==> config.mk <==
export PLATFORM = sky130hd
export DESIGN_NAME = klotski_grid_vga_gen
export DESIGN_NICKNAME = d
export VERILOG_FILES = /design/src/rtl/klotski_grid_vga_gen.sv
export SDC_FILE = /design/constraint.sdc
export NUM_CORES = 2
export LEC_CHECK = 0
export ABC_CLOCK_PERIOD_IN_PS = 75600
export CAP_MARGIN = 20
export CORE_ASPECT_RATIO = 0.8
export CORE_MARGIN = 3
export CORE_UTILIZATION = 28
export DETAILED_ROUTE_END_ITERATION = 16
export PLACE_DENSITY_LB_ADDON = 0.12
export SKIP_LAST_GASP = 1
export SLEW_MARGIN = 20
export SYNTH_ARGS = -nofsm -noshare
export SYNTH_HDL_FRONTEND = slang
export SYNTH_SLANG_ARGS = --single-unit
export TNS_END_PERCENT = 20
==> constraint.sdc <==
create_clock -name i_Clk -period 75.6 [get_ports i_Clk]
set_clock_uncertainty 0.15 [all_clocks]
set_input_delay 15.12 -clock i_Clk [delete_from_list [all_inputs] [get_ports i_Clk]]
set_output_delay 15.12 -clock i_Clk [all_outputs]
set_load 0.01 [all_outputs]
==> src/rtl/klotski_grid_vga_gen.sv <==
// klotski_grid_vga_gen: SVGA timing generator painting a 4x4 tile grid from a double-buffered colour table.
`timescale 1ns/1ps
module klotski_grid_vga_gen #(
    parameter int   H_ACTIVE = 800,
    parameter int   H_FP     = 40,
    parameter int   H_SYNC   = 128,
    parameter int   H_BP     = 88,
    parameter int   V_ACTIVE = 600,
    parameter int   V_FP     = 1,
    parameter int   V_SYNC   = 4,
    parameter int   V_BP     = 23,
    parameter int   TILE_W   = 200,
    parameter int   TILE_H   = 150,
    parameter int   BORDER   = 2,
    parameter logic SYNC_POL = 1'b1
) (
    input  logic        i_Clk,
    input  logic        i_rst,
    input  logic        i_enable,
    input  logic        i_wr_valid,
    input  logic [3:0]  i_wr_idx,
    input  logic [23:0] i_wr_color,
    input  logic        i_commit,
    output logic        o_commit_pending,
    output logic [12:0] o_H_Counter,
    output logic [12:0] o_V_Counter,
    output logic [7:0]  o_Red,
    output logic [7:0]  o_Green,
    output logic [7:0]  o_Blue,
    output logic        o_hsync,
    output logic        o_vsync,
    output logic        o_blank,
    output logic        o_frame_start
);
    localparam logic [12:0] HA  = 13'(H_ACTIVE);
    localparam logic [12:0] HT  = 13'(H_ACTIVE + H_FP + H_SYNC + H_BP);
    localparam logic [12:0] HS0 = 13'(H_ACTIVE + H_FP);
    localparam logic [12:0] HS1 = 13'(H_ACTIVE + H_FP + H_SYNC);
    localparam logic [12:0] VA  = 13'(V_ACTIVE);
    localparam logic [12:0] VT  = 13'(V_ACTIVE + V_FP + V_SYNC + V_BP);
    localparam logic [12:0] VS0 = 13'(V_ACTIVE + V_FP);
    localparam logic [12:0] VS1 = 13'(V_ACTIVE + V_FP + V_SYNC);
    localparam logic [7:0]  TW  = 8'(TILE_W - 1);
    localparam logic [7:0]  TH  = 8'(TILE_H - 1);
    localparam logic [7:0]  BD  = 8'(BORDER);

    // h/v and the trackers describe the position presented at the next enabled edge
    logic [12:0] h, v;
    logic [7:0]  px, ln;
    logic [1:0]  tx, ty;
    logic [23:0] act [16];
    logic [23:0] pend [16];
    logic        wrap_h, wrap_v, swap, in_act;
    logic [23:0] color, pix;

    always_comb begin
        wrap_h = h == HT - 13'd1;
        wrap_v = v == VT - 13'd1;
        swap   = i_enable && h == 13'd0 && v == 13'd0 && o_commit_pending;
        in_act = h < HA && v < VA;
        // the swap edge already paints from the table being committed
        color  = swap ? pend[{ty, tx}] : act[{ty, tx}];
        pix    = (in_act && px >= BD && ln >= BD) ? color : 24'd0;
    end

    always_ff @(posedge i_Clk or posedge i_rst) begin
        if (i_rst) begin
            h <= '0;
            v <= '0;
            px <= '0;
            ln <= '0;
            tx <= '0;
            ty <= '0;
            for (int i = 0; i < 16; i++) begin
                act[i] <= '0;
                pend[i] <= '0;
            end
            o_commit_pending <= 1'b0;
            o_H_Counter <= '0;
            o_V_Counter <= '0;
            {o_Red, o_Green, o_Blue} <= '0;
            o_hsync <= ~SYNC_POL;
            o_vsync <= ~SYNC_POL;
            o_blank <= 1'b1;
            o_frame_start <= 1'b0;
        end else begin
            if (i_wr_valid) pend[i_wr_idx] <= i_wr_color;
            if (swap) act <= pend;
            o_commit_pending <= i_commit | (o_commit_pending & ~swap);
            if (i_enable) begin
                o_H_Counter <= h;
                o_V_Counter <= v;
                {o_Red, o_Green, o_Blue} <= pix;
                o_hsync <= (h >= HS0 && h < HS1) ? SYNC_POL : ~SYNC_POL;
                o_vsync <= (v >= VS0 && v < VS1) ? SYNC_POL : ~SYNC_POL;
                o_blank <= ~in_act;
                o_frame_start <= h == 13'd0 && v == 13'd0;
                h <= wrap_h ? 13'd0 : h + 13'd1;
                px <= (wrap_h || px == TW) ? 8'd0 : px + 8'd1;
                tx <= wrap_h ? 2'd0 : (px == TW ? tx + 2'd1 : tx);
                if (wrap_h) begin
                    v <= wrap_v ? 13'd0 : v + 13'd1;
                    ln <= (wrap_v || ln == TH) ? 8'd0 : ln + 8'd1;
                    ty <= wrap_v ? 2'd0 : (ln == TH ? ty + 2'd1 : ty);
                end
            end else begin
                {o_Red, o_Green, o_Blue} <= '0;
                o_blank <= 1'b1;
                o_frame_start <= 1'b0;
            end
        end
    end
endmodule
======== After elaboration in Yosys (flattened, before gate mapping) ========
Index checks and enable logic that the tools add are counted.
word-level totals
  register bits ........................... 869
  bits in latches ......................... 0
  RAM bits ................................ 0
  bits in read-only memories .............. 0
  input port bits ......................... 33
  output and inout port bits .............. 55
  word-level logic and storage cells ...... 120
  memories ................................ 0
cells by class
  add/subtract/negate cells ............... 6
  multipliers ............................. 0
  div/mod/pow operators ................... 0
  order comparisons ....................... 11
  equal/unequal tests ..................... 4
  shifts and indexed selects .............. 0
  multiplexer cells ....................... 26
  bitwise gates (word level) .............. 6
  reduce and logical (&&, ||, !) cells .... 19
operator list
  cell                                                                     count
  384-bit bitwise mux                                                      1
  24-bit binary-select mux with 4-bit select                               2
  24-bit two-way mux                                                       7
  24-bit demux with 4-bit select                                           1
  13-bit by 10-bit < comparator with 1-bit output, second input constant   4
  8-bit two-way mux                                                        5
  13-bit by 1-bit adder with 13-bit output, second input constant          2
  13-bit by 10-bit >= comparator with 1-bit output, second input constant  2
  13-bit logical NOT                                                       2
  13-bit two-way mux                                                       2
  8-bit by 1-bit adder with 8-bit output, second input constant            2
  8-bit == test, second input constant                                     2
  8-bit by 2-bit >= comparator with 1-bit output, second input constant    2
  13-bit by 10-bit == test with 1-bit output, second input constant        1
  13-bit by 11-bit == test with 1-bit output, second input constant        1
  5-bit >= comparator, second input constant                               2
  1-bit logical AND                                                        10
  4-bit inverter with 5-bit output                                         2
  2-bit two-way mux                                                        4
  5-bit by 1-bit < comparator with 1-bit output, second input constant     1
  2-bit by 1-bit adder with 2-bit output, second input constant            2
  1-bit two-way mux                                                        4
  2-bit AND reduction                                                      2
  2-bit nonzero test                                                       2
  5 further kinds                                                          7

======== Longest topological paths before layout ========
  word-level depth ........................ 7
  depth in mapped cells ................... 10
  mapped depth without buffers ............ 7

======== Least setup slack after synthesis ========
OpenSTA, ideal clock, no wires.
  kind .................................... input -> register
  start ................................... input port i_enable
  end ..................................... register o_Red[0]
  library setup time ...................... 65 ps
  arrival time ............................ 16,572 ps
  data required time ...................... 75,385 ps
  path slack .............................. 58,812 ps
  cell stages on the path ................. 6
  buffers on the path ..................... 1
  path through ............................ or4b_4 > a2111oi_4 > nand4_2 > nor2_4 > buf_6 > a22o_1
between the ends
  longest elaborated chain between the ends .. 6
ends and longest elaborated chain
  element                          RTL line  source
  from (decl)                      19        input logic i_enable,
  1-bit logical AND (3 in series)  59        swap = i_enable && h == 13'd0 && v == 13'd0 && o_commit_pending;
  24-bit two-way mux               62        color = swap ? pend[{ty, tx}] : act[{ty, tx}];
  24-bit two-way mux               63        pix = (in_act && px >= BD && ln >= BD) ? color : 24'd0;
  8-bit two-way mux (*)            90        if (i_enable) begin
  to (signal assigned)             93        {o_Red, o_Green, o_Blue} <= pix;
  to (decl)                        27        output logic [7:0] o_Red,
Every way passes the cells marked *; elsewhere a longest branch is shown, timed or not.
A chain may end at the register's enable or synchronous reset.

======== Final worst setup path ========
  start ................................... input port i_enable
  end ..................................... register act[0] (netlist name)
between the ends
  longest elaborated chain between the ends .. 3
ends and longest elaborated chain
  element                          RTL line  source
  1-bit logical AND (3 in series)  59
  to (signal assigned)             88        if (swap) act <= pend;
  to (decl)                        51        logic [23:0] act [16];
No other way between the ends.

==> run metrics <==
share of power burned in registers=0.481; post-CTS setup buffer count=0; max-slew violation count=0; Crit Path Class=in -> reg; Slowest cell on crit path=buf_4; fin crit period=19.04 ns; crit path DAT=19.47 ns; worst hold endpoint=act[207]; Syn Inst Count=3487; Peak VDD IR=approximately 0.017 mV; area delta synth->final=15.1%; fmax=0.0525 GHz; Mapped Nets=approximately 3500; Slew @ Worst Pin=1.07 ns; R2R cell count=6; clock slew seen by the registers of the worst setup and hold paths=0.06 ns; CTS root buf=clkbuf_16; I/O Buffers=87; Core ar.=137000 um2; Global Route Usage Sum=0.157; setup TNS=0 ns; CP Capture Type=flip-flop; Psw=about 290 uW; fill count=14029; DP Worst Slack=55.74 ns; synthesis-stage register bit count=869; DR iter-0 viols=1644; mapped cell area=39100 um2; RR Endpoint=act[0]; worst hold stages=2; clock group share of total power=0.420; Post-synth EDFFs=0; Detailed Routing Iterations Pass 1=5; Boundary Pins=88; Final nets=3521; Final WS setup=56.56 ns; number of max-cap violations=0; Sw Ratio=0.251; first-pass GRT wire length=approximately 170000 um; Longest Clk Path Bufs=3; ANT nets after route=0; # resized after CTS=0; hpwl dp=between 60000 and 70000 um; clk sink count=869; DRT Wirelength=113000 um; Die Height=340 um; total grt overflow=0; vias in the first global route=approximately 26000; Cell Int Power=870 uW; slew margin rel.=0.287; Max Fanout on Critical Path=91; Synth cell types=49; most used cell along the critical path=buf_4; PwrDens=roughly 26 nW/um2; R2R Path Start=h[7]; RSZ-0062 raised after global routing=no; Syn. warnings=0; CP cell instances=buf_2 -> buf_4 -> inv_1 -> nor3_1 -> and3_4 -> buf_4 -> buf_4 -> mux2_2; syn_area_per_cell=11.2 um2; routed length per placed instance=20.9 um; row count=121; outcome=finished, final reports clean; gpl congestion=0.701; via count=between 20000 and 30000; most frequent cells in the layout=1226 x nand2_1, 865 x dfrtp_1, 411 x mux2_2, 195 x mux2i_1; CTS tree=yes; largest net degree at the start of global routing=between 100 and 150; via/cell ratio=4.72; worst-skew pair later-pin latency=0.70 ns; HP Start=act[207]; Post-synth ARST share=1.00; share of cells above drive strength 1=0.209; most common cell after layout, fill and taps aside=nand2_1; Hold Fails Final Rpt=0; crit start category=input pin; Initial Utilization=0.285; Comb pwr share=0.098; Largest stage delay, worst path=0.93 ns; Required @ worst endpoint=76.03 ns; Post-CTS Hold Buffers=0; r2r setup slk=70.93 ns; Hold Path Class=reg -> reg; Num CTS Buffers=99; # DRC=0; Seq/Total Area, Yosys=0.556; die width=roughly 420 um; Die Area=144000 um2; # setup viols final=0; period utilization=0.252; antenna violations before repair=8; Leak Pwr=0.0215 uW; H-tree Lvls=3; ys flop type=dfrtp_1
[how the worst max path moves through the flow]
| stage | start | to | slack, ns | cells after the start |
|---|---|---|---|---|
| floorplan | i_rst | act[0] | 35.91 | 1 |
| global placement | i_enable | act[0] | 55.76 | 8 |
| detailed placement | i_enable | act[0] | 55.74 | 8 |
| CTS | i_enable | act[0] | 56.51 | 8 |
| global route | i_enable | act[0] | 56.22 | 8 |
| finish | i_enable | act[0] | 56.56 | 8 |
[logic make-up after synthesis]
kind of cell / count (synthesis) / synth area share
buffers and inverters: 263 / 0.0297
adders and majority gates: 10 / 0.00320
xor gates and xnor gates: 22 / 0.00493
DFF: 869 / 0.556
AOI/OAI and AO/OA: 269 / 0.0452
and+or+nand+nor: 1352 / 0.137
muxes: 702 / 0.224
[per-stage QoR]
step / instances / util / instance area [um2] / power (uW) / hold slack [ns]
after global routing: 5399 / 0.328 / 45000 / 1220 / 0.328
after CTS: 5398 / 0.328 / 45000 / 1180 / 0.315
after floorplan: 3487 / - / 39100 / 646 / 0.283
after global placement: 5222 / 0.304 / 41700 / 683 / 0.296
after detailed placement: 5222 / 0.304 / 41700 / 684 / 0.300
final: 5400 / 0.328 / 45000 / 1160 / 0.311
[power by group through the flow]
stage	registers [uW]	logic, uW	clock network [uW]
after detailed placement	568	116	0
after floorplan	555	91.4	0
after global routing	567	127	524
final	560	114	488
after global placement	568	115	0
after CTS	559	117	507
[area by class of cell]
type                            instances  area, um2  area share
Sequential cell                       869      21800       0.484
Multi-Input combinational cell       2355      16300       0.363
Clock buffer                          150       2930      0.0651
Tap cell                             1845       2310      0.0513
Timing Repair Buffer                  138       1290      0.0286
Clock inverter                         26        328     0.00729
Inverter                               15       63.8     0.00142
Antenna cell                            2       5.00    0.000111
[sequential cells by signal (all words and copies together), names as in the netlist, 2 cells and up]
register and flops:
act 384, tx 2, h 13, o_V_Counter 13, o_H_Counter 13, ty 2
pend 384, o_Red 8, px 8, v 13, o_Green 8, o_Blue 8
ln 8
[Yosys cell counts, types with 3 or more instances]
master,n,share of area
a21oi_1,7,0.00090
a22o_1,25,0.0056
a22oi_1,49,0.0094
a31oi_1,3,0.00048
and3_1,12,0.0019
and4_1,7,0.0016
buf_1,11,0.0011
buf_2,115,0.015
buf_6,4,0.0012
clkbuf_1,118,0.011
dfrtp_1,868,0.56
ha_1,10,0.0032
inv_1,15,0.0014
mux2_2,411,0.12
mux2i_1,195,0.050
mux4_2,96,0.055
nand2_1,1228,0.12
nand2b_1,12,0.0019
nand3_1,14,0.0018
nand4_1,13,0.0021
nor2_1,30,0.0029
nor3_1,6,0.00077
nor4_1,7,0.0011
o21ai_0,68,0.0087
o22ai_1,99,0.016
o2bb2ai_1,4,0.00090
o31ai_1,7,0.0013
or3_1,5,0.00080
xnor2_1,15,0.0034
xor2_1,7,0.0016
[critical path, delay by kind of cell]
kind	cells	cell delay [ns]
buf+inv	5	2.55
mux	1	0.41
simple gates	2	1.23
[layer usage]
| metal | up-vias | track usage | wire length [um] |
|---|---|---|---|
| li1 | 11952 | - | - |
| met1 | 13013 | 0.222 | 54300 |
| met2 | 386 | 0.252 | 52100 |
| met3 | 143 | 0.0284 | 4100 |
| met4 | 2 | 0.0328 | 2180 |
| met5 | - | 0 | 8 |
(Power assumes the default switching activity.)
